===== src/rtl/acc_c_arbiter.sv =====
// Round-robin sharing of one accelerator C-bus port among NumReq requesters.
// Q and P channels pass through combinationally; only grant lock, RR pointer and counters are stored.
module acc_c_arbiter #(
    parameter int NumReq         = 2,
    parameter int DataWidth      = 32,
    parameter int AddrWidth      = 5,
    parameter int IdWidth        = 4,
    parameter int MaxOutstanding = 4,
    localparam int IdxW          = $clog2(NumReq),
    localparam int OutIdW        = IdWidth + IdxW
) (
    input  logic                          clk_i,
    input  logic                          rst_ni,
    input  logic [NumReq*AddrWidth-1:0]   slv_q_addr_i,
    input  logic [NumReq*32-1:0]          slv_q_data_op_i,
    input  logic [NumReq*3*DataWidth-1:0] slv_q_data_arg_i,
    input  logic [NumReq*IdWidth-1:0]     slv_q_id_i,
    input  logic [NumReq-1:0]             slv_q_valid_i,
    output logic [NumReq-1:0]             slv_q_ready_o,
    output logic [2*DataWidth-1:0]        slv_p_data_o,
    output logic                          slv_p_dual_wb_o,
    output logic [IdWidth-1:0]            slv_p_id_o,
    output logic [4:0]                    slv_p_rd_o,
    output logic                          slv_p_error_o,
    output logic [NumReq-1:0]             slv_p_valid_o,
    input  logic [NumReq-1:0]             slv_p_ready_i,
    output logic [AddrWidth-1:0]          mst_q_addr_o,
    output logic [31:0]                   mst_q_data_op_o,
    output logic [DataWidth-1:0]          mst_q_data_arga_o,
    output logic [DataWidth-1:0]          mst_q_data_argb_o,
    output logic [DataWidth-1:0]          mst_q_data_argc_o,
    output logic [OutIdW-1:0]             mst_q_id_o,
    output logic                          mst_q_valid_o,
    input  logic                          mst_q_ready_i,
    input  logic [DataWidth-1:0]          mst_p_data0_i,
    input  logic [DataWidth-1:0]          mst_p_data1_i,
    input  logic                          mst_p_dual_wb_i,
    input  logic [OutIdW-1:0]             mst_p_id_i,
    input  logic [4:0]                    mst_p_rd_i,
    input  logic                          mst_p_error_i,
    input  logic                          mst_p_valid_i,
    output logic                          mst_p_ready_o
);

    localparam int CntW = $clog2(MaxOutstanding + 1);
    typedef logic [CntW-1:0] cnt_t;
    typedef enum logic {StIdle, StLocked} state_e;

    state_e          state_q, state_d;
    logic [IdxW-1:0] grant_q, grant_d;
    logic [IdxW-1:0] rr_ptr_q, rr_ptr_d;
    cnt_t            cnt_q [NumReq];
    cnt_t            cnt_d [NumReq];

    logic [NumReq-1:0] elig;
    logic [IdxW-1:0]   rr_sel;
    logic [IdxW-1:0]   gnt;
    logic              q_valid;
    logic              q_hs;
    logic [IdxW-1:0]   p_idx;
    logic              p_idx_ok;
    logic              p_hs;

    always_comb begin
        for (int k = 0; k < NumReq; k++) begin
            elig[k] = slv_q_valid_i[k] && (cnt_q[k] < cnt_t'(MaxOutstanding));
        end
    end

    // Walk offsets from the far end so the nearest eligible index after rr_ptr wins.
    always_comb begin
        rr_sel = rr_ptr_q;
        for (int o = NumReq - 1; o >= 0; o--) begin
            for (int k = 0; k < NumReq; k++) begin
                if ((((int'(rr_ptr_q) + o) % NumReq) == k) && elig[k]) begin
                    rr_sel = IdxW'(k);
                end
            end
        end
    end

    assign gnt     = (state_q == StLocked) ? grant_q : rr_sel;
    assign q_valid = rst_ni && ((state_q == StLocked) || (|elig));
    assign q_hs    = q_valid && mst_q_ready_i;

    always_comb begin
        mst_q_addr_o      = '0;
        mst_q_data_op_o   = '0;
        mst_q_data_arga_o = '0;
        mst_q_data_argb_o = '0;
        mst_q_data_argc_o = '0;
        mst_q_id_o        = '0;
        slv_q_ready_o     = '0;
        for (int k = 0; k < NumReq; k++) begin
            if (gnt == IdxW'(k)) begin
                mst_q_addr_o      = slv_q_addr_i[k*AddrWidth +: AddrWidth];
                mst_q_data_op_o   = slv_q_data_op_i[k*32 +: 32];
                mst_q_data_arga_o = slv_q_data_arg_i[k*3*DataWidth +: DataWidth];
                mst_q_data_argb_o = slv_q_data_arg_i[k*3*DataWidth + DataWidth +: DataWidth];
                mst_q_data_argc_o = slv_q_data_arg_i[k*3*DataWidth + 2*DataWidth +: DataWidth];
                mst_q_id_o        = {IdxW'(k), slv_q_id_i[k*IdWidth +: IdWidth]};
                slv_q_ready_o[k]  = q_valid && mst_q_ready_i;
            end
        end
    end

    assign mst_q_valid_o = q_valid;

    assign p_idx           = mst_p_id_i[OutIdW-1:IdWidth];
    assign p_idx_ok        = (32'(p_idx) < 32'(NumReq));
    assign slv_p_data_o    = {mst_p_data1_i, mst_p_data0_i};
    assign slv_p_dual_wb_o = mst_p_dual_wb_i;
    assign slv_p_id_o      = mst_p_id_i[IdWidth-1:0];
    assign slv_p_rd_o      = mst_p_rd_i;
    assign slv_p_error_o   = mst_p_error_i;

    // Out-of-range indices match no port and keep the default ready, so they are sunk.
    always_comb begin
        slv_p_valid_o = '0;
        mst_p_ready_o = rst_ni;
        for (int k = 0; k < NumReq; k++) begin
            if (p_idx == IdxW'(k)) begin
                slv_p_valid_o[k] = rst_ni && mst_p_valid_i;
                mst_p_ready_o    = rst_ni && slv_p_ready_i[k];
            end
        end
    end

    assign p_hs = mst_p_valid_i && mst_p_ready_o && p_idx_ok;

    always_comb begin
        state_d  = state_q;
        grant_d  = grant_q;
        rr_ptr_d = rr_ptr_q;
        if (q_hs) begin
            state_d  = StIdle;
            rr_ptr_d = (gnt == IdxW'(NumReq - 1)) ? '0 : gnt + IdxW'(1);
        end else if (q_valid) begin
            state_d = StLocked;
            grant_d = gnt;
        end
    end

    // A same-cycle issue and retire on one requester cancel out.
    always_comb begin
        for (int k = 0; k < NumReq; k++) begin
            cnt_d[k] = cnt_q[k];
            if (q_hs && (gnt == IdxW'(k)) && !(p_hs && (p_idx == IdxW'(k)))) begin
                if (cnt_q[k] < cnt_t'(MaxOutstanding)) cnt_d[k] = cnt_q[k] + cnt_t'(1);
            end else if (p_hs && (p_idx == IdxW'(k)) && !(q_hs && (gnt == IdxW'(k)))) begin
                if (cnt_q[k] != '0) cnt_d[k] = cnt_q[k] - cnt_t'(1);
            end
        end
    end

    always_ff @(posedge clk_i or negedge rst_ni) begin
        if (!rst_ni) begin
            state_q  <= StIdle;
            grant_q  <= '0;
            rr_ptr_q <= '0;
            for (int k = 0; k < NumReq; k++) cnt_q[k] <= '0;
        end else begin
            state_q  <= state_d;
            grant_q  <= grant_d;
            rr_ptr_q <= rr_ptr_d;
            for (int k = 0; k < NumReq; k++) cnt_q[k] <= cnt_d[k];
        end
    end

`ifndef SYNTHESIS
    localparam int QBusW = AddrWidth + 32 + 3*DataWidth + OutIdW;
    localparam int PBusW = 2*DataWidth + 1 + OutIdW + 5 + 1;
    logic             q_stall_q, p_stall_q;
    logic [QBusW-1:0] q_bus, q_prev_q;
    logic [PBusW-1:0] p_bus, p_prev_q;

    assign q_bus = {mst_q_addr_o, mst_q_data_op_o, mst_q_data_argc_o, mst_q_data_argb_o,
                    mst_q_data_arga_o, mst_q_id_o};
    assign p_bus = {mst_p_data1_i, mst_p_data0_i, mst_p_dual_wb_i, mst_p_id_i, mst_p_rd_i,
                    mst_p_error_i};

    always_ff @(posedge clk_i or negedge rst_ni) begin
        if (!rst_ni) begin
            q_stall_q <= 1'b0;
            p_stall_q <= 1'b0;
        end else begin
            q_stall_q <= mst_q_valid_o && !mst_q_ready_i;
            p_stall_q <= mst_p_valid_i && !mst_p_ready_o;
        end
    end

    always_ff @(posedge clk_i) begin
        q_prev_q <= q_bus;
        p_prev_q <= p_bus;
        if (rst_ni) begin
            if (q_stall_q) assert (mst_q_valid_o && (q_bus == q_prev_q));
            if (p_stall_q) assert (mst_p_valid_i && (p_bus == p_prev_q));
            assert ($onehot0(slv_q_ready_o));
            assert ($onehot0(slv_p_valid_o));
            if (mst_p_valid_i) assert (p_idx_ok);
        end
    end
`endif

endmodule


===== config.mk =====
export PLATFORM = sky130hd
export DESIGN_NAME = acc_c_arbiter
export DESIGN_NICKNAME = d
export VERILOG_FILES = /design/src/rtl/acc_c_arbiter.sv
export SDC_FILE = /design/constraint.sdc
export NUM_CORES = 1
export LEC_CHECK = 0
export ABC_AREA = 1
export CORE_AREA = 2 2 224 226
export DETAILED_ROUTE_END_ITERATION = 8
export DIE_AREA = 0 0 226 228
export GPL_TIMING_DRIVEN = 1
export PLACE_DENSITY = 0.37
export SYNTH_ARGS = -nofsm -noshare
export SYNTH_HDL_FRONTEND = slang
export SYNTH_SLANG_ARGS = --single-unit

===== constraint.sdc =====
create_clock -name clk_i -period 2.4 [get_ports clk_i]
set_clock_uncertainty 0.1 [all_clocks]
set_input_delay 0.24 -clock clk_i [delete_from_list [all_inputs] [get_ports clk_i]]
set_output_delay 0.24 -clock clk_i [all_outputs]
set_load 0.05 [all_outputs]

==> results.yml, run 1 <==
logic_synthesis:
  synth.distinct_cells: 20
  ys_top_cells_by_area: "nand2_1 (54%), buf_4 (20%), dfrtp_1 (7.5%)"
  synth_top_area_share_pct: 54.5
  ys_seq_area_share_pct: 7.53
  syn_inst: 605
  ys_warn_count: 0
  ys_seq_elements: 9
  syn_area_um2: 2990
  syn_avg_cell_area_um2: 4.94
  synth_fp_nets: 968
  yosys.area.top_type: "nand2_1"
timing:
  worst_pin_slew_ps: 341
  drv_slew: 0
  setup_viol: 0
  min_period_ps: 2300
  maxSlewHeadroom_pct: 77.1
  rsz0062_at_grt: "true"
  setup_tns_ps: 0
  finalCritPeriodShare_pct: 95.7
  fmax_ghz: 0.435
  hold_violations: 0
final_layout:
  syn2layout_area_growth_pct: 205
  fill_cells: 5553
  drive_gt1_share_pct: 18.5
  seq_area_um2: 225
  multi_input_area_um2: 1910
  diodes: 0
  final_core_util_pct: 18.5
  nets: 1311
cts:
  clkLatencyLatePin_ps: 240
  root_buffer: "clkbuf_16"
  cts-resized-gates: 0
  hold_buffers: 0
  cts.sinks: 9
  path_clk_slew_ps: 40
  post_cts_buffers: 0
  h-tree-depth: 1
  cts_buffer_depth: 2
  cts_tree: "yes"
  cts_made_buffers: 3
route:
  firstDrtPassIters: 4
  detail-route-antenna-nets: 0
  drc: 0
  wl_per_cell_um: 14.5
  drt-total-wl_um: 23500
  via_per_inst: 2.94
  drt_iter0_drc: 94
  vias: 4761
place:
  gp_congestion: 0.812
  numPortBuffers: 426
  dp_hpwl_um: 20100
die:
  num_rows: 82
  dieWidth_um: 226
  io_pins: 577
  die_height_um: 228
  core_um2: 49300
  initial_core_util_pct: 6.06
  die_area_um2: 51500
setup_path:
  path_class: "in2out"
  cp_slowest_stage_delay_ps: 490
  cp_data_arrival_time_ps: 1960
  worstSetupEndpointType: "output pin"
  required_ps: 2060
  start_kind: "input port"
  crit_top_cell: "nand2_1"
  cpMaxStageDelayCell: "clkdlybuf4s50_1"
  critPathMaxFanout: 14
  crit_chain: "clkdlybuf4s50_1 -> nand2_2 -> nand2_1 -> nand2_1 -> nand2_2 -> nand2_8 -> inv_8 -> buf_12 -> buf_12 -> nand2_1 -> nand2_1 -> buf_12"
power_and_ir_drop:
  cellPowerDensity_nw_per_um2: 1560
  ir_drop_uv: 570
  p_leak_uw: 0.00421
job:
  maxCapViolCount: 0
global_route:
  grt_overflow: 0
  grt_pass1_wl_um: 31600
  antenna_found_initial: 5
  grt_max_degree: 56
  grt.total_usage_pct: 8.23
  grt_pass1_vias: 5026
hold_path:
  hold_class: "in2async"
outcome:
  status: "completed"
[cell usage in the layout (no fill, tap or decap)]
| cell | n |
|---|---|
| nand2_1 | 432 |
| clkdlybuf4s50_1 | 282 |
| buf_12 | 148 |
| inv_1 | 17 |
| dfrtp_1 | 9 |
| buf_4 | 9 |
| nand3_1 | 6 |
| o21ai_0 | 6 |
| clkbuf_16 | 6 |
| nor2_1 | 5 |
| xnor2_1 | 4 |
| ha_1 | 3 |
| inv_2 | 2 |
| nand2_2 | 2 |
| nand4_1 | 2 |
| nor3_1 | 2 |
| buf_16 | 2 |
| or2_1 | 1 |
| nand2_8 | 1 |
| inv_8 | 1 |
| nor3_4 | 1 |
| nor2_2 | 1 |
| xor2_1 | 1 |
| a21oi_1 | 1 |
| fa_1 | 1 |
| ha_2 | 1 |
| clkinv_2 | 1 |
[path summary, 6_finish.rpt]
path	startpoint	end	slack (ps)	depth (start not counted)
max in group asynchronous	rst_ni	cnt_q[5]	1710	2
setup / recovery	slv_q_valid_i[1]	mst_q_data_argb_o[4]	100	12
min in group clk_i	grant_q	grant_q	380	2
hold / removal	rst_ni	cnt_q[0]	340	2
setup reg to reg	cnt_q[2]	cnt_q[2]	290	12
hold reg to reg	grant_q	grant_q	380	2
[logic make-up (layout without fill, tap and decap cells)]
logic type      after synthesis  after routing  share of synthesized area (%)
compound gates                7              7                           1.17
xor+xnor                      5              5                           1.46
fa+ha+maj                     5              5                           2.34
buf+inv                     126            468                           29.7
flops                         9              9                           7.53
simple gates                453            453                           57.7
[metal layers]
| layer | vias to the layer above | part of all wire [%] | track usage (%) |
|---|---|---|---|
| li1 | 2402 | - | - |
| met1 | 1996 | 33 | 7.57 |
| met2 | 307 | 50 | 15.7 |
| met3 | 56 | 13 | 3.62 |
| met4 | 0 | 3.8 | 3.17 |
| met5 | - | 0 | 0 |
[critical path: cells and delay by family]
| kind | cells | cell delay [ps] |
|---|---|---|
| buf+inv | 5 | 1100 |
| simple gates | 7 | 590 |
[report_power, final]
group | switching (µW) | internal (µW)
clock | 77.1 | 220
sequential | 60.4 | 223
combinational | 7690 | 5940
total | 7830 | 6380
[flip-flops by register name (all words and copies together) (netlist names)]
register  count
state_q       1
rr_ptr_q      1
cnt_q         6
grant_q       1
[through the flow]
stage	setup slack, ps	hold WS [ps]	std cells	total power [µW]	cell area [µm²]
6_report	104	344	1619	14200	9120
5_1_grt	-48.9	375	1619	15000	9120
4_1_cts	24.9	356	1616	14200	9020
3_5_place_dp	-27.5	374	1612	13800	8940
3_3_place_gp	-27.1	376	1612	13900	8940
2_1_floorplan	-59.8	-156	605	7280	3020
[cell usage after synthesis (all sizes together)]
library cell and count:
nor2 6, ha 4, nand3 6, xnor2 4
dfrtp 9, a21oi 1, inv 20, buf 102
or2 1, o21ai 6, nand4 2, xor2 1
fa 1, clkbuf 4, nor3 3, nand2 435
[area by class of cell]
class	count	share of cell area, %
well taps	672	9.22
multi-input cells	470	20.9
flip-flops and latches	9	2.47
clock buffers	3	0.823
inverters	20	0.906
repair buffers	444	65.6
clock inverters	1	0.0549
No activity file was read; power rests on OpenSTA's default activity.
==> inputs of run 2 (changes only) <==
Settings changed: REMOVE_ABC_BUFFERS from default to 1, SKIP_LAST_GASP from default to 1.
==> run 2 against run 1 <==
  * Critical path depth is 1 higher
  * Largest power group unchanged
  * Total power grew 5.7%
  * Register-to-register slack worse by 30 ps
  * Wire length is 21% higher
  * Count of clock-buffer cells in the layout grew 1
  * Combinational power is 6% higher
  * Fmax is 1.4% lower
  * Worst setup slack got worse by 32 ps
  * Highest routed layer is now met5
==> results.yml, run 2 (synthesized netlist as in run 1, its figures left out) <==
outcome:
  status: "completed"
power_and_ir_drop:
  clkPwrFrac_pct: 2.0
  pwr-share-seq_pct: 1.9
  p_comb_share_pct: 96.1
  p_int_uw: 6960
  ir_drop_uv: 592
  p_sw_share_pct: 53.7
  cellPowerDensity_nw_per_um2: 1580
  p_leak_uw: 0.00439
  p_sw_uw: 8060
die:
  die_area_um2: 51500
  io_pins: 577
  core_um2: 49300
  num_rows: 82
  dieWidth_um: 226
  initial_core_util_pct: 6.06
  die_height_um: 228
cts:
  root_buffer: "clkbuf_16"
  cts.sinks: 9
  clkLatencyLatePin_ps: 240
  hold_buffers: 0
  cts_made_buffers: 3
  cts_tree: "yes"
  cts_buffer_depth: 2
  h-tree-depth: 1
  path_clk_slew_ps: 40
setup_path:
  reg2reg_slack_ps: 260
  cp-startpoint: "cnt_q[5]"
  worst-path-stages: 13
  critPathMaxFanout: 6
  worstSetupEndpointType: "output pin"
  path_buf_inv: 7
  cp_data_arrival_time_ps: 1990
  crit_family: "buffers and inverters"
  cp_slowest_stage_delay_ps: 390
  worst_r2r_endpoint: "cnt_q[2]"
  cpMaxStageDelayCell: "dfrtp_1"
  start_kind: "flop"
  required_ps: 2060
  crit_chain: "inv_1 -> nand2_1 -> nand2_1 -> nand2_1 -> nand2_4 -> buf_12 -> clkinv_8 -> buf_12 -> buf_12 -> buf_4 -> nand2_1 -> nand2_2 -> buf_12"
  path_class: "reg2out"
  rr_startpoint: "cnt_q[2]"
  r2r.worst_path.cells: 12
  worstSetupEndpoint: "mst_q_data_arga_o[11]"
final_layout:
  largest_register_ffs: 6
  diodes: 0
  drive_gt1_share_pct: 22.0
  final_common_cell: "nand2_1"
  final_area_um2: 9490
  syn2layout_area_growth_pct: 217
  fill_cells: 5498
  largest-register: "cnt_q"
  final_cell_mix: "nand2_1 (417), clkdlybuf4s50_1 (282), buf_12 (154)"
  final_core_util_pct: 19.2
  nets: 1340
timing:
  min_period_ps: 2330
  setup_viol: 0
  maxSlewHeadroom_pct: 74.6
  hold_violations: 0
  rsz0062_at_grt: "true"
  fmax_ghz: 0.429
  finalCritPeriodShare_pct: 97.0
  worst_pin_slew_ps: 378
  drv_slew: 0
  whs_ps: 80.2
global_route:
  grt.total_usage_pct: 9.36
  antenna_found_initial: 1
  grt_pass1_wl_um: 35100
  grt_max_degree: 78
  grt_pass1_vias: 4971
  grt_overflow: 0
route:
  vias: 5053
  firstDrtPassIters: 4
  drt-total-wl_um: 28400
  drc: 0
  wl_per_cell_um: 17.2
  detail-route-antenna-nets: 0
  via_per_inst: 3.07
  drt_iter0_drc: 183
place:
  numPortBuffers: 426
  gp_congestion: 0.757
  dp_hpwl_um: 22600
  dpl_cell_area_um2: 9080
hold_path:
  hold_class: "in2async"
job:
  maxCapViolCount: 0
run 2: per-stage QoR:
| stage | TNS, ps | worst slack [ps] | total power, µW | cells |
|---|---|---|---|---|
| floorplan | -157310 | -1360 | 6520 | 499 |
| global placement | -130 | -63.8 | 14000 | 1630 |
| detailed placement | -96.2 | -42.7 | 14000 | 1630 |
| CTS | 0 | 37.9 | 14400 | 1634 |
| global route | -426 | -63.7 | 15800 | 1648 |
| finish | 0 | 71.4 | 15000 | 1648 |
run 2: worst min path at each step:
stage | cells after the start | slack, ps | endpoint | from
detailed placement | 1 | 330 | state_q | rst_ni
CTS | 1 | 80 | state_q | rst_ni
floorplan | 0 | -160 | cnt_q[0] | rst_ni
finish | 1 | 80 | state_q | rst_ni
global placement | 1 | 330 | state_q | rst_ni
global route | 1 | 100 | state_q | rst_ni
run 2: power groups by stage:
stage               Combinational [µW]  Sequential, µW  Clock, µW
CTS                              13800             283        309
floorplan                         6250             270          0
global placement                 13800             284          0
finish                           14400             281        303
global route                     15200             290        317
detailed placement               13700             285          0
run 2: area by class of cell:
cell class              instances  area, µm²  share of cell area [%]
flip-flops and latches          9        225                    2.37
clock buffers                   4       78.8                   0.831
multi-input cells             470       1920                    20.2
inverters                      20       87.6                   0.923
well taps                     672        841                    8.86
repair buffers                473       6330                    66.8
run 2: metal layers:
metal  up-vias  wire length, µm  part of all wire (%)  global-route usage [%]
li1       2462                -                     -                       -
met1      2157            10800                    38                    9.99
met2       409            12400                    44                    14.8
met3        17             4600                    16                    6.94
met4         8              184                  0.65                   0.993
met5         -              307                   1.1                    4.55
run 2: repair_timing:
action	CTS	global route
gates resized for setup	0	30
setup buffers	0	6
setup endpoints to repair	0	78
run 2: worst reg2reg max path, cell delays in order (launching register included):
cell	delay (ps)
dfrtp_1	410
inv_2	80
nand2_1	60
nand2_1	50
nand2_1	40
nand2_1	100
nand2_4	60
nor3_1	220
ha_1	210
inv_1	70
fa_1	380
xnor2_1	160
o21ai_0	80
==> inputs of run 3 (changes only) <==
Settings changed: GPL_TIMING_DRIVEN 1 to 0.
==> run 3 against run 2 <==
  * Sequential share of layout area up 0.67 points
  * Sequential power about the same
  * Register-to-register slack got worse by 200 ps
  * Critical endpoint is now cnt_q[1]
  * Largest power group unchanged
==> results.yml, run 3 (synthesized netlist as in run 1, its figures left out) <==
global_route:
  grt_overflow: 0
  antenna_found_initial: 0
  grt_max_degree: 39
  grt.total_usage_pct: 9.49
  grt_pass1_wl_um: 34900
  grt_pass1_vias: 4835
power_and_ir_drop:
  ir_drop_uv: 555
  p_leak_uw: 0.00359
  p_int_uw: 3400
  clkPwrFrac_pct: 2.7
  p_sw_uw: 7360
  p_comb_share_pct: 94.7
  p_sw_share_pct: 68.4
  cellPowerDensity_nw_per_um2: 1450
  pwr-share-seq_pct: 2.6
outcome:
  status: "completed"
route:
  drt_iter0_drc: 173
  drc: 0
  vias: 4884
  drt-total-wl_um: 27300
  via_per_inst: 3.01
  firstDrtPassIters: 4
  detail-route-antenna-nets: 0
  wl_per_cell_um: 16.9
timing:
  drv_slew: 0
  maxSlewHeadroom_pct: 64.1
  fmax_ghz: 0.428
  setup_tns_ps: 0
  finalCritPeriodShare_pct: 97.4
  hold_violations: 0
  setup_viol: 0
  min_period_ps: 2340
  worst_pin_slew_ps: 537
  rsz0062_at_grt: "true"
place:
  gp_congestion: 0.712
  dp_hpwl_um: 20100
  place_inst: 1599
  numPortBuffers: 426
setup_path:
  cp_data_arrival_time_ps: 2410
  required_ps: 2470
  critPathMaxFanout: 7
  worstSetupEndpointType: "flop"
  start_kind: "flop"
  path_class: "reg2reg"
final_layout:
  nets: 1314
  fin_cells: 1622
  drive_gt1_share_pct: 18.5
  seq_area_um2: 225
  syn2layout_area_growth_pct: 148
  largest_register_ffs: 6
  final_common_cell: "nand2_1"
  multi_input_area_um2: 1960
  fill_cells: 5735
  largest-register: "cnt_q"
  final_cell_mix: "nand2_1 (429), clkdlybuf4s50_1 (284), buf_4 (73)"
  diodes: 0
cts:
  cts_tree: "yes"
  h-tree-depth: 1
  path_clk_slew_ps: 40
  cts.sinks: 9
  root_buffer: "clkbuf_16"
  clkLatencyLatePin_ps: 230
  cts_made_buffers: 3
  cts_buffer_depth: 2
die:
  core_um2: 49300
  dieWidth_um: 226
  die_height_um: 228
  die_area_um2: 51500
  io_pins: 577
  num_rows: 82
  initial_core_util_pct: 6.06
hold_path:
  hold_class: "in2reg"
job:
  maxCapViolCount: 0
[run 3: final timing paths]
kind | end | startpoint | slack, ps | cells after the start
worst max-delay path | cnt_q[1] | cnt_q[2] | 60 | 13
worst min-delay path | state_q | rst_ni | 340 | 2
worst max register to register | cnt_q[1] | cnt_q[2] | 60 | 13
worst min register to register | cnt_q[3] | cnt_q[3] | 400 | 1
max in group asynchronous | cnt_q[4] | rst_ni | 1270 | 2
min in group asynchronous | state_q | rst_ni | 620 | 2
[run 3: power groups by stage]
stage / sequential [µW] / clock (µW) / combinational (µW)
CTS: 279 / 298 / 10300
global placement: 281 / 0 / 9750
detailed placement: 283 / 0 / 9910
floorplan: 270 / 0 / 6250
finish: 279 / 295 / 10200
global route: 287 / 313 / 10800
[run 3: worst max-delay path, cell delays in order (launching register included)]
cell and delay [ps]:
dfrtp_1 380, inv_2 60, nand2_1 60, nand2_1 80, nand2_2 70, nand2_4 90, nand2_8 140, buf_16 190
nor3_4 190, ha_2 230, inv_2 50, fa_2 520, nand3_1 70, nand2_1 60
[run 3: repair_timing]
item	4_1_cts	5_1_grt
setup endpoints to repair	150	88
hold endpoints to repair	9	0
hold buffers	1	0
pin swaps	7	5
cloned	6	2
buffers inserted	10	0
resized for setup	686	89
[run 3: per-stage QoR]
step	worst slack, ps	hold slack, ps	area [µm²]	utilization, %	power [µW]
after floorplan	-1360	-156	2180	-	6520
after global placement	-3670	368	7280	14.8	10000
after detailed placement	-1370	380	7350	14.9	10200
after CTS	-53.6	343	7450	15.1	10900
after global routing	-57.0	353	7410	15.0	11400
final	62.9	336	7410	15.0	10800
[run 3: cell type report]
| class | instances | area share (%) |
|---|---|---|
| clock buffers | 4 | 1.06 |
| multi-input cells | 472 | 26.5 |
| inverters | 20 | 1.23 |
| repair buffers | 444 | 56.7 |
| repair inverters | 1 | 0.118 |
| well taps | 672 | 11.4 |
| flip-flops and latches | 9 | 3.04 |
[run 3: routing by layer]
layer,part of all wire [%],global-route usage (%),up-vias
li1,-,-,2407
met1,39,10.3,2065
met2,44,15.4,389
met3,16,6.30,17
met4,0.42,0.704,6
met5,1.2,5.22,-
==> edit 1: new RTL, config.mk and constraints of run 3 <==
`MaxOutstanding`: 4 -> 8.
--- a/src/rtl/acc_c_arbiter.sv
+++ b/src/rtl/acc_c_arbiter.sv
@@ -6,5 +6,5 @@
     parameter int AddrWidth      = 5,
     parameter int IdWidth        = 4,
-    parameter int MaxOutstanding = 4,
+    parameter int MaxOutstanding = 8,
     localparam int IdxW          = $clog2(NumReq),
     localparam int OutIdW        = IdWidth + IdxW
Formal check against the unedited RTL: no difference found for any inputs over 4 cycles, from zero or initial values and one cycle with rst_ni low; that may be too few to reach the edited logic, so the function may still have changed.
==> edit 1 against run 3 <==
Utilization grew 1.9 points. Power up 19%. Sequential cell count is 2 higher. Area after synthesis increased by 3.9%. Highest routed layer unchanged. Wire length increased by 22%. Cell area grew 13%. Worst setup slack got worse by 27 ps.
==> edit 1: results <==
set metrics [dict create \
    worst_hold_margin_ps 268.8 \
    cp_slowest_cell "sky130_fd_sc_hd__dfrtp_1" \
    length_of_routed_wiring_on_met1_um 13320 \
    finalCritPeriodShare_pct 98.50 \
    hpwlAfterDp_um 22810 \
    filler_cell_count 5697 \
    r2r_start "cnt_q[3]$_DFFE_PN0P_" \
    top_delay_family_on_crit_path "buffers and inverters" \
    top_signal_layer_used "met5" \
    num-nets-final 1365 \
    synthesis.instances 623 \
    yosys.area_share.adder_pct 3.464 \
    synth.area.mux_share_pct 0.3625 \
    synth_commonest_cells "432 x sky130_fd_sc_hd__nand2_1, 90 x sky130_fd_sc_hd__buf_4, 19 x sky130_fd_sc_hd__inv_1" \
    post_synthesis_xor_xnor_area_fraction_pct 1.410 \
    post-place-ws_ps -1769 \
    route.met2.wl_um 14230 \
    setup.reg_to_reg.worst_slack_ps 50 \
    placed_cells 1617 \
    ys_top_cells_by_area "sky130_fd_sc_hd__nand2_1 52%, sky130_fd_sc_hd__buf_4 22%, sky130_fd_sc_hd__dfrtp_1 8.9%" \
    detailed_place.area_mm2 0.007525 \
    post_drt_wl_per_cell_um 20.01 \
    ctsResizeCount 687 \
    static_leakage_uw 0.003997 \
    cts_post_setup_buffers_inserted 15 \
    synth-compound-area-share_pct 2.255 \
    r2r_cells 16 \
    synthToLayoutAreaGrowth_pct 168.7 \
    grt_start_max_net_pins 37 \
    flip_flop_count_of_the_largest_register_after_layout 8 \
    num_vias 5374 \
    drt-total-wl_um 33420 \
    yosysSeqAreaShare_pct 8.860 \
    max_stage_delay_ps 410 \
    grt_pass1_wl_um 41220 \
    status "completed" \
    gpl.final_weighted_congestion 0.7645 \
    global_route.usage.total_pct 11.53 \
    setup.worst_path.end "mst_q_data_argb_o[0]" \
    worst_r2r_endpoint "cnt_q[3]$_DFFE_PN0P_" \
    dr_wl_met3_um 5224 \
    antenna_found_initial 4 \
    netlist-cell-type-count 25 \
    startpoint "cnt_q[7]$_DFFE_PN0P_" \
    timing.critical_path.fanout_max 9 \
    worst_ep_arrival_time_ps 2020 \
    first_global_vias 5290 \
    dr.first_iter.drc_count 197 \
    max-vdd-ir-drop_uv 646.2 \
]
[edit 1: power breakdown]
group	total (uW)	switching [uW]	internal, uW	leakage (uW)
registers	363	89.7	273	0.000133
logic	12100	8070	4040	0.00382
clock network	307	86.1	221	0.0000409
total	12800	8240	4540	0.00400
[edit 1: final cells by class]
type,count,share of cell area (%)
clock buffer,3,0.8993
timing repair inverter,7,1.619
multi-input combinational,487,25.61
clock inverter,1,0.05995
sequential,11,3.297
tap,672,10.07
inverter,21,1.289
timing repair buffer,468,57.15
[edit 1: kinds of logic (layout without fill, tap and decap cells)]
kind of cell / count (synthesis) / in the layout
flip-flops: 11 / 11
AO/OA/AOI/OAI: 13 / 13
AND/OR/NAND/NOR: 458 / 460
buffers and inverters: 127 / 500
adder cells (fa/ha/maj): 8 / 8
XOR/XNOR: 5 / 5
multiplexers: 1 / 1
[edit 1: layer usage]
layer	GRT usage, %	vias to the layer above
met1	12.74	2363
met4	0.9727	10
met2	17.99	426
li1	-	2549
met3	8.359	26
met5	4.934	-
==> edit 2: new RTL, settings of run 3 <==
Made on the original files. Register the output `slv_p_error_o`, without a reset; this adds one clock of latency there. The other outputs are not delayed to match.
--- a/src/rtl/acc_c_arbiter.sv
+++ b/src/rtl/acc_c_arbiter.sv
@@ -113,5 +113,7 @@
     assign slv_p_id_o      = mst_p_id_i[IdWidth-1:0];
     assign slv_p_rd_o      = mst_p_rd_i;
-    assign slv_p_error_o   = mst_p_error_i;
+    always_ff @(posedge clk_i) begin
+        slv_p_error_o <= mst_p_error_i;
+    end
 
     // Out-of-range indices match no port and keep the default ready, so they are sunk.
Function: changed (a bounded check fails within 4 cycles, from zero or initial values and one cycle with rst_ni low).
==> edit 2 against run 3 <==
Power down 3.2%. Worst setup slack got worse by 6.0 ps. Sequential share of layout area rose by 0.12 points. Wire length rose by 8.7%. Sequential cell count up 1. Area after synthesis rose by 6.4%. Clock power grew 2%. Synthesized cell count increased by 1.7%. Largest cell class unchanged. Critical path depth fell by 4. Critical endpoint is now mst_q_data_op_o[26]. Largest power group unchanged. Cell area grew 5.3%.
==> edit 2: results <==
set metrics [dict create \
    status "completed" \
    hp-class "input port to flop" \
    cts_made_buffers 3 \
    grt_pass1_wl_um 37520 \
    r2r_cells 11 \
    synth_commonest_cells "298 x sky130_fd_sc_hd__nand2_1, 140 x sky130_fd_sc_hd__nand3_1, 79 x sky130_fd_sc_hd__buf_4" \
    synth_warnings 0 \
    netlist-cell-type-count 24 \
    length_of_routed_wiring_on_met1_um 11600 \
    worst_ep_arrival_time_ps 2000 \
    buffers_from_clock_root_to_sink_at_most 2 \
    worst_r2r_endpoint "cnt_q[4]$_DFFE_PN0P_" \
    setup.reg_to_reg.worst_slack_ps 70 \
    netlist.area_leader.share_pct 35.16 \
    ys_top_cells_by_area "sky130_fd_sc_hd__nand2_1 35%, sky130_fd_sc_hd__nand3_1 22%, sky130_fd_sc_hd__buf_4 19%" \
    r2r_start "grant_q$_DFFE_PN0P_" \
    dr.first_iter.drc_count 220 \
    detailed_place.area_mm2 0.007622 \
    ctsRootBufferMaster "sky130_fd_sc_hd__clkbuf_16" \
    finalCritPeriodShare_pct 97.63 \
    first_global_vias 5240 \
    gpl.final_weighted_congestion 0.7588 \
    pre_antenna_drt_iters 4 \
    post_drt_wl_per_cell_um 18.12 \
    filler_cell_count 5749 \
    timing.critical_path.fanout_max 36 \
    synth-async-reset-ratio_pct 90.00 \
    post-place-ws_ps -931.6 \
    portBuffers 428 \
    min_path_cells 2 \
    htree_levels 1 \
    largest_register "cnt_q" \
    most_used_flip_flop_cell_after_synthesis "sky130_fd_sc_hd__dfrtp_1" \
    clock_latency_ps 240 \
    min_to "state_q$_DFFE_PN0P_" \
    setup.worst_path.end "mst_q_data_op_o[26]" \
    yosysSeqAreaShare_pct 7.707 \
    cts.clk_slew.worst_paths_ps 40 \
    hpwlAfterDp_um 21290 \
    route.detailed.vias_per_inst 3.321 \
    global_route.usage.total_pct 10.13 \
    startpoint "cnt_q[2]$_DFFE_PN0P_" \
    layout-drive-gt1-share_pct 21.22 \
    dr_wl_met3_um 5214 \
    static_leakage_uw 0.003664 \
    num-nets-final 1329 \
    hold_path.startpoint "rst_ni" \
    measured_slew_at_the_worst_slew_check_pin_ps 523.3 \
    route.met2.wl_um 12450 \
    antenna_found_initial 3 \
    top_signal_layer_used "met5" \
    max-vdd-ir-drop_uv 490.6 \
    grt_start_max_net_pins 63 \
    flip_flop_count_of_the_largest_register_after_layout 6 \
]
## edit 2: changes by cell type after synthesis, sizes merged, moves of 2 or more
cell / run 3 / this run
inv: 20 / 16
buf: 102 / 119
clkbuf: 4 / 2
nand2: 435 / 299
nor2: 6 / 4
o21ai: 6 / 8
nand3: 6 / 140
or2: 1 / 3
nand4: 2 / 0
ha: 4 / 2
## edit 2: worst max-delay path: stages (launching register included)
cell,delay (ps)
sky130_fd_sc_hd__dfrtp_1,390
sky130_fd_sc_hd__inv_2,80
sky130_fd_sc_hd__nand2_2,60
sky130_fd_sc_hd__nand2_2,70
sky130_fd_sc_hd__nand2_4,80
sky130_fd_sc_hd__nand2_8,160
sky130_fd_sc_hd__bufbuf_16,370
sky130_fd_sc_hd__nand3_1,110
sky130_fd_sc_hd__nand2_1,150
sky130_fd_sc_hd__buf_4,240
## edit 2: what timing repair did
| item | CTS | global route |
|---|---|---|
| buffers inserted | 18 | 6 |
| endpoints found under the hold margin | 9 | 0 |
| cloned | 7 | 3 |
| pin swaps | 7 | 4 |
| setup endpoints to repair | 150 | 85 |
| gates resized for setup | 638 | 109 |
| hold buffers | 1 | 0 |
## edit 2: final cells by class
class / count / area [um^2] / share of cell area (%)
sequential: 10 / 246.5 / 3.161
multi-input combinational: 473 / 2190 / 28.08
inverter: 16 / 60.06 / 0.7701
clock buffer: 4 / 78.83 / 1.011
timing repair buffer: 463 / 4378 / 56.14
antenna: 2 / 5.005 / 0.06417
tap: 672 / 840.8 / 10.78
## edit 2: kinds of logic after synthesis
logic type	after synthesis	synth area share (%)
compound gates	10	1.573
xor+xnor	4	1.101
buf+inv	137	28.47
flops	10	7.708
fa+ha+maj	4	2.045
simple gates	450	59.10
## edit 2: per-stage QoR
stage | instances | hold WS [ps] | TNS, ps
CTS | 1629 | 271.3 | -2423
floorplan | 494 | -155.6 | -747450
global placement | 1594 | 365.0 | -1618660
finish | 1640 | 267.9 | 0
detailed placement | 1599 | 379.7 | -95440
global route | 1638 | 288.1 | -74.87
## edit 2: report_power, final
part           switching (uW)  internal [uW]  leakage (uW)  total (uW)
Combinational            6880           2940       0.00351        9820
Clock                    78.3            223     0.0000382         301
Sequential               68.5            241      0.000118         310
Total                    7020           3410       0.00366       10400
## edit 2: per-layer routing
metal	track usage (%)	up-vias
li1	-	2589
met1	11.16	2392
met2	15.61	441
met3	7.470	17
met4	0.8692	8
met5	5.503	-
